## src/rtl/fix_serializer.sv

```systemverilog
// fix_serializer
// Turns a stream of field commands (binary tag + value bytes) into FIX
// "tag=value<SOH>" ASCII text and, on request, appends the "10=ccc<SOH>"
// checksum trailer.
//
// State  | meaning
// IDLE   | waiting for a field or trailer command (fld_ready_o high)
// CONV   | binary-to-BCD conversion of tag or checksum (double dabble)
// TAG    | emitting tag digits, most significant non-zero digit first
// SEP    | emitting '='
// VALUE  | forwarding value bytes until val_last_i
// SOH    | emitting the field-terminating SOH
// TRL    | emitting "10=", three checksum digits and SOH
// DROP   | illegal tag: swallowing value bytes through val_last_i
//
// Ports
//   clk, rst                         clock, async active-high reset
//   fld_valid_i/fld_ready_o          command handshake
//   fld_tag_i, fld_trailer_i         tag number / trailer request
//   val_valid_i/val_ready_o          value byte handshake
//   val_data_i, val_last_i           value byte and end-of-field marker
//   data_o, data_valid_o/data_ready_i serialized byte stream
//   tag_s_o, value_s_o, field_e_o, msg_e_o  per-byte qualifiers
//   tag_err_o                        sticky illegal-tag flag
module fix_serializer (
  input  logic        clk,
  input  logic        rst,
  input  logic        fld_valid_i,
  output logic        fld_ready_o,
  input  logic [13:0] fld_tag_i,
  input  logic        fld_trailer_i,
  input  logic        val_valid_i,
  output logic        val_ready_o,
  input  logic [7:0]  val_data_i,
  input  logic        val_last_i,
  output logic [7:0]  data_o,
  output logic        data_valid_o,
  input  logic        data_ready_i,
  output logic        tag_s_o,
  output logic        value_s_o,
  output logic        field_e_o,
  output logic        msg_e_o,
  output logic        tag_err_o
);

  typedef enum logic [2:0] {
    S_IDLE, S_CONV, S_TAG, S_SEP, S_VALUE, S_SOH, S_TRL, S_DROP
  } state_t;

  state_t      state_q, state_d;
  logic        run_q, is_trl_q, is_trl_d, err_q, err_d;
  logic [13:0] bin_q, bin_d;
  logic [15:0] bcd_q, bcd_d;
  logic [3:0]  cnt_q, cnt_d;
  logic [2:0]  dig_q, dig_d;
  logic [7:0]  csum_q, csum_d, csum_eff;
  logic [7:0]  data_q, data_d;
  logic        valid_q, valid_d, trlb_q, trlb_d;
  logic        tag_s_q, tag_s_d, value_s_q, value_s_d;
  logic        field_e_q, field_e_d, msg_e_q, msg_e_d;

  logic        xfer, slot_free, fld_acc, val_acc;
  logic        load, ld_tag, ld_val, ld_fld, ld_msg, ld_trl;
  logic [7:0]  ld_data;
  logic [3:0]  tag_digit;
  logic [29:0] dd_next;

  // One double-dabble iteration on {bcd, bin}: adjust nibbles >= 5, shift.
  function automatic logic [29:0] dd_step(input logic [29:0] v);
    logic [29:0] t;
    t = v;
    for (int i = 0; i < 4; i++) begin
      if (t[14+4*i +: 4] >= 4'd5) t[14+4*i +: 4] = t[14+4*i +: 4] + 4'd3;
    end
    return {t[28:0], 1'b0};
  endfunction

  assign xfer        = valid_q & data_ready_i;
  assign slot_free   = ~valid_q | data_ready_i;
  assign fld_ready_o = run_q & (state_q == S_IDLE);
  assign val_ready_o = ((state_q == S_VALUE) & slot_free) | (state_q == S_DROP);
  assign fld_acc     = fld_valid_i & fld_ready_o;
  assign val_acc     = val_valid_i & val_ready_o;
  assign dd_next     = dd_step({bcd_q, bin_q});

  // Checksum as it will stand once the byte still sitting in the output
  // register has transferred; lets a trailer start without draining.
  always_comb begin
    csum_eff = csum_q;
    if (valid_q & msg_e_q)      csum_eff = 8'd0;
    else if (valid_q & ~trlb_q) csum_eff = csum_q + data_q;
  end

  always_comb begin
    tag_digit = bcd_q[3:0];
    case (dig_q[1:0])
      2'd1:    tag_digit = bcd_q[7:4];
      2'd2:    tag_digit = bcd_q[11:8];
      2'd3:    tag_digit = bcd_q[15:12];
      default: tag_digit = bcd_q[3:0];
    endcase
  end

  always_comb begin
    state_d  = state_q;
    is_trl_d = is_trl_q;
    err_d    = err_q;
    bin_d    = bin_q;
    bcd_d    = bcd_q;
    cnt_d    = cnt_q;
    dig_d    = dig_q;
    load     = 1'b0;
    ld_data  = 8'h00;
    ld_tag   = 1'b0;
    ld_val   = 1'b0;
    ld_fld   = 1'b0;
    ld_msg   = 1'b0;
    ld_trl   = 1'b0;

    csum_d = csum_q;
    if (xfer) begin
      if (msg_e_q)      csum_d = 8'd0;
      else if (!trlb_q) csum_d = csum_q + data_q;
    end

    case (state_q)
      S_IDLE: begin
        if (fld_acc) begin
          bcd_d = 16'd0;
          cnt_d = 4'd14;
          if (fld_trailer_i) begin
            is_trl_d = 1'b1;
            bin_d    = {6'd0, csum_eff};
            state_d  = S_CONV;
          end else if (fld_tag_i == 14'd0 || fld_tag_i > 14'd9999) begin
            err_d   = 1'b1;
            state_d = S_DROP;
          end else begin
            is_trl_d = 1'b0;
            bin_d    = fld_tag_i;
            state_d  = S_CONV;
          end
        end
      end
      S_CONV: begin
        {bcd_d, bin_d} = dd_next;
        cnt_d = cnt_q - 4'd1;
        if (cnt_q == 4'd1) begin
          if (is_trl_q) begin
            dig_d   = 3'd0;
            state_d = S_TRL;
          end else begin
            // Start at the most significant non-zero digit.
            if (dd_next[29:26] != 4'd0)      dig_d = 3'd3;
            else if (dd_next[25:22] != 4'd0) dig_d = 3'd2;
            else if (dd_next[21:18] != 4'd0) dig_d = 3'd1;
            else                             dig_d = 3'd0;
            state_d = S_TAG;
          end
        end
      end
      S_TAG: begin
        if (slot_free) begin
          load    = 1'b1;
          ld_data = 8'h30 + {4'h0, tag_digit};
          ld_tag  = 1'b1;
          if (dig_q == 3'd0) state_d = S_SEP;
          else               dig_d   = dig_q - 3'd1;
        end
      end
      S_SEP: begin
        if (slot_free) begin
          load    = 1'b1;
          ld_data = 8'h3D;
          ld_tag  = 1'b1;
          state_d = S_VALUE;
        end
      end
      S_VALUE: begin
        if (val_acc) begin
          load    = 1'b1;
          ld_data = val_data_i;
          ld_val  = 1'b1;
          if (val_last_i) state_d = S_SOH;
        end
      end
      S_SOH: begin
        if (slot_free) begin
          load    = 1'b1;
          ld_data = 8'h01;
          ld_fld  = 1'b1;
          state_d = S_IDLE;
        end
      end
      S_TRL: begin
        if (slot_free) begin
          load   = 1'b1;
          ld_trl = 1'b1;
          dig_d  = dig_q + 3'd1;
          case (dig_q)
            3'd0:    ld_data = 8'h31;
            3'd1:    ld_data = 8'h30;
            3'd2:    ld_data = 8'h3D;
            3'd3:    ld_data = 8'h30 + {4'h0, bcd_q[11:8]};
            3'd4:    ld_data = 8'h30 + {4'h0, bcd_q[7:4]};
            3'd5:    ld_data = 8'h30 + {4'h0, bcd_q[3:0]};
            default: begin
              ld_data = 8'h01;
              ld_msg  = 1'b1;
              state_d = S_IDLE;
            end
          endcase
        end
      end
      S_DROP: begin
        if (val_valid_i & val_last_i) state_d = S_IDLE;
      end
      default: state_d = S_IDLE;
    endcase

    data_d    = data_q;
    valid_d   = valid_q;
    tag_s_d   = tag_s_q;
    value_s_d = value_s_q;
    field_e_d = field_e_q;
    msg_e_d   = msg_e_q;
    trlb_d    = trlb_q;
    if (load) begin
      data_d    = ld_data;
      valid_d   = 1'b1;
      tag_s_d   = ld_tag;
      value_s_d = ld_val;
      field_e_d = ld_fld;
      msg_e_d   = ld_msg;
      trlb_d    = ld_trl;
    end else if (xfer) begin
      valid_d   = 1'b0;
      tag_s_d   = 1'b0;
      value_s_d = 1'b0;
      field_e_d = 1'b0;
      msg_e_d   = 1'b0;
      trlb_d    = 1'b0;
    end
  end

  always_ff @(posedge clk or posedge rst) begin
    if (rst) begin
      state_q   <= S_IDLE;
      run_q     <= 1'b0;
      is_trl_q  <= 1'b0;
      err_q     <= 1'b0;
      bin_q     <= 14'd0;
      bcd_q     <= 16'd0;
      cnt_q     <= 4'd0;
      dig_q     <= 3'd0;
      csum_q    <= 8'd0;
      data_q    <= 8'h00;
      valid_q   <= 1'b0;
      trlb_q    <= 1'b0;
      tag_s_q   <= 1'b0;
      value_s_q <= 1'b0;
      field_e_q <= 1'b0;
      msg_e_q   <= 1'b0;
    end else begin
      state_q   <= state_d;
      run_q     <= 1'b1;
      is_trl_q  <= is_trl_d;
      err_q     <= err_d;
      bin_q     <= bin_d;
      bcd_q     <= bcd_d;
      cnt_q     <= cnt_d;
      dig_q     <= dig_d;
      csum_q    <= csum_d;
      data_q    <= data_d;
      valid_q   <= valid_d;
      trlb_q    <= trlb_d;
      tag_s_q   <= tag_s_d;
      value_s_q <= value_s_d;
      field_e_q <= field_e_d;
      msg_e_q   <= msg_e_d;
    end
  end

  assign data_o       = data_q;
  assign data_valid_o = valid_q;
  assign tag_s_o      = tag_s_q;
  assign value_s_o    = value_s_q;
  assign field_e_o    = field_e_q;
  assign msg_e_o      = msg_e_q;
  assign tag_err_o    = err_q;

endmodule
```

## config.mk

```make
export PLATFORM = sky130hd
export DESIGN_NAME = fix_serializer
export DESIGN_NICKNAME = d
export VERILOG_FILES = /design/src/rtl/fix_serializer.sv
export SDC_FILE = /design/constraint.sdc
export NUM_CORES = 1
export LEC_CHECK = 0
export CORE_ASPECT_RATIO = 1.25
export CORE_MARGIN = 2
export CORE_UTILIZATION = 45
export DETAILED_ROUTE_END_ITERATION = 6
export GPL_TIMING_DRIVEN = 1
export PLACE_DENSITY = 0.66
export SLEW_MARGIN = 40
export SYNTH_ARGS = -nofsm -noshare
export SYNTH_HDL_FRONTEND = slang
export SYNTH_SLANG_ARGS = --single-unit
export TNS_END_PERCENT = 30
```

## constraint.sdc

```tcl
create_clock -name clk -period 6.8 [get_ports clk]
set_clock_uncertainty 0.2 [all_clocks]
set_input_delay 1.36 -clock clk [delete_from_list [all_inputs] [get_ports clk]]
set_output_delay 1.36 -clock clk [all_outputs]
set_load 0.02 [all_outputs]
```

==> out/summary.txt <==
status: completed
number of enable flip-flop cells after synthesis: 0
synthesized area per cell: 8.95 µm²
Max IR drop VDD: 0.000231 V
CORE AREA: 9220 µm²
setup tns final: 0 ns
power per cell area: 493 nW/µm²
Final Util: 54.9%
Syn Nets: 535
Worst EP required: 5.24 ns
slowest stage delay, CP: 0.62 ns
worst slew pin tran: 0.838 ns
Synth cell types: 72
Filler Cells Inserted: 846
grt ovf: 0
DP HPWL: 7.89 mm
PostCTS Resize Cnt: 0
initial core utilization: 46.8%
R2R depth: 8
IO Pins: 45
sequential-to-total area share from yosys stat: 37.7%
CTS Hold Buffers Added: 0
synth warn: 0
share of layout cells above drive strength 1: 7.69%
initial drt markers: 336
Synth Register Bits: 65
Slew HR: 44.1%
Gate Count Post-Synth: 482
R2R Setup Slk: 4.07 ns
Critical Path Sink Type: output port
CP Buf/Inv Count: 2
Die Y: 113 µm
Non-Filler Instances: 643
Final nets: 568
CTS Buf Count: 9
Detail Route Antenna Nets: 0
DRC Markers: 0
Worst-path clk slew: 0.05 ns
Avg WL per Cell: 17.1 µm
Leakage Power: 2.15 nW
RSZ-0062 raised after global routing: false
Area growth syn-to-layout: 17.4%
fmax: 209 MHz
Final Setup Violations: 0
post-synth top area share: 37.7%
global placement routability congestion: 0.824
largest net degree at the start of global routing: 66
# clock sinks: 65
initial antenna violation count: 0
hold depth: 1
vias per cell: 5.91
width of the chip: 91.6 µm
clock root cell: clkbuf_16
# H-tree levels: 3
worst hold endpoint: tag_err_o
reg-to-reg startpoint: data_o[0]
vias after detailed routing: 3,799
CP dominant cell by count: clkdlybuf4s50_1
final WL: 11.0 mm
ys async rst share: 100%
worst skew pair latency: 0.34 ns
crit-path max FO: 14
first-pass GRT wire length: 18.4 mm
WP data arrival: 3.24 ns
Post-CTS Setup Repair Bufs: 0
R2R Path End: bin_q[4]
Global Route Usage Sum: 22.1%
first-pass iteration count of the detailed router: 7
port bufs: 44
num rows: 39
placed cells: 627
top cells by area, synth: dfrtp_1, ha_1, o21ai_0
synthesized area: 4310 µm²
Top FF cell, synth: dfrtp_1
Worst Min Path Start: tag_err_o
Yosys top cell by area: dfrtp_1
crit path max-delay cell type: clkdlybuf4s50_1
final period utilization: 70.5%
total die area: 10,400 µm²
Hold Path Class: flip-flop to flip-flop
TritonCTS clock tree: built
critical path class: input pin to output port
CP cell instances: clkdlybuf4s50_1, nand2b_1, nand2_1, a21boi_0, clkdlybuf4s50_1
minimum clock period: 4.80 ns
final hold vios: 0
Final Max Tran Viols: 0
delay-heaviest family, CP: buffers and inverters
vias in the first global route: 3,697
clk buf depth: 2
number of max-cap violations: 0
Antenna Cells: 0
startpoint types: input pin
## state kept, by name, indices dropped and copies added (netlist names)
name and flops:
state_q 3, tag_err_o 1, data_o 8, dig_q 3, run_q 1, csum_q 8, value_s_o 1, data_valid_o 1
cnt_q 4, trlb_q 1, bcd_q 16, field_e_o 1, is_trl_q 1, tag_s_o 1, bin_q 14, msg_e_o 1
## per-layer routing
| layer | track usage [%] | wire length (µm) | share of wire, % |
|---|---|---|---|
| met1 | 27.9 | 4740 | 43 |
| met2 | 37.4 | 5520 | 50 |
| met3 | 3.50 | 401 | 3.7 |
| met4 | 9.80 | 320 | 2.9 |
| met5 | 0 | 0 | 0 |
## power by group
part | internal [mW] | switching, mW
combinational | 0.559 | 0.726
clock | 0.246 | 0.180
sequential | 0.556 | 0.231
## cells in the mapped netlist, drive strengths merged (4+ instances only)
cell    number
a211oi       5
a21oi       29
a222oi       9
a22o         7
a31oi        8
and2         4
and3         8
buf         11
clkbuf      13
dfrtp       65
ha          23
inv         21
mux2i        4
nand2       49
nand2b      12
nand3       41
nor2        38
nor2b        7
nor3         6
nor3b        7
nor4         4
o211ai       6
o21ai       42
o31ai        7
xnor2        9
## layout make-up
cell class	count	area, µm²	area share (%)
Clock inverter	7	47.5	0.939
Inverter	21	78.8	1.56
Clock buffer	9	225	4.45
Sequential cell	65	1630	32.1
Timing Repair Buffer	46	459	9.06
Multi-Input combinational cell	372	2470	48.9
Tap cell	123	154	3.04
## metrics by stage
step | hold WS (ns) | total power [mW] | instance area, µm² | setup WS (ns)
3_5_place_dp | 0.260 | 2.07 | 4790 | 1.99
5_1_grt | 0.293 | 2.71 | 5070 | 1.87
6_report | 0.270 | 2.50 | 5070 | 2.00
2_1_floorplan | 0.249 | 1.71 | 4310 | 2.99
4_1_cts | 0.273 | 2.51 | 5070 | 1.99
3_3_place_gp | 0.266 | 2.04 | 4790 | 2.01
## worst max-delay path by stage
| stage | from | end | slack, ns | depth (start not counted) |
|---|---|---|---|---|
| finish | data_ready_i | val_ready_o | 2.00 | 5 |
| global route | data_ready_i | val_ready_o | 1.87 | 5 |
| CTS | data_ready_i | val_ready_o | 1.99 | 5 |
| detailed placement | data_ready_i | val_ready_o | 1.99 | 5 |
| global placement | data_ready_i | val_ready_o | 2.01 | 5 |
| floorplan | data_ready_i | val_ready_o | 2.99 | 4 |
## cell usage in the layout, fill, tap and decap left out, types with 6 or more instances in the layout
cell type	count
dfrtp_1	65
inv_1	20
and3_1	8
a22o_1	7
a21oi_1	29
o31ai_1	6
ha_1	23
a222oi_1	9
nor2b_1	7
nand2b_1	11
o211ai_1	6
nand2_1	47
nor2_1	37
a31oi_1	7
clkbuf_16	9
nand3_1	41
clkdlybuf4s50_1	44
nor3b_1	6
xnor2_1	9
o21ai_0	42
## logic make-up after synthesis
kind of cell             synth area share, %
AND/OR/NAND/NOR                         22.6
AO/OA/AOI/OAI                           24.0
flip-flops                              37.7
buffers and inverters                   4.93
adder cells (fa/ha/maj)                 7.13
XOR/XNOR                                2.03
multiplexers                            1.45
other                                 0.0869
Power figures use the tool's default switching activity.
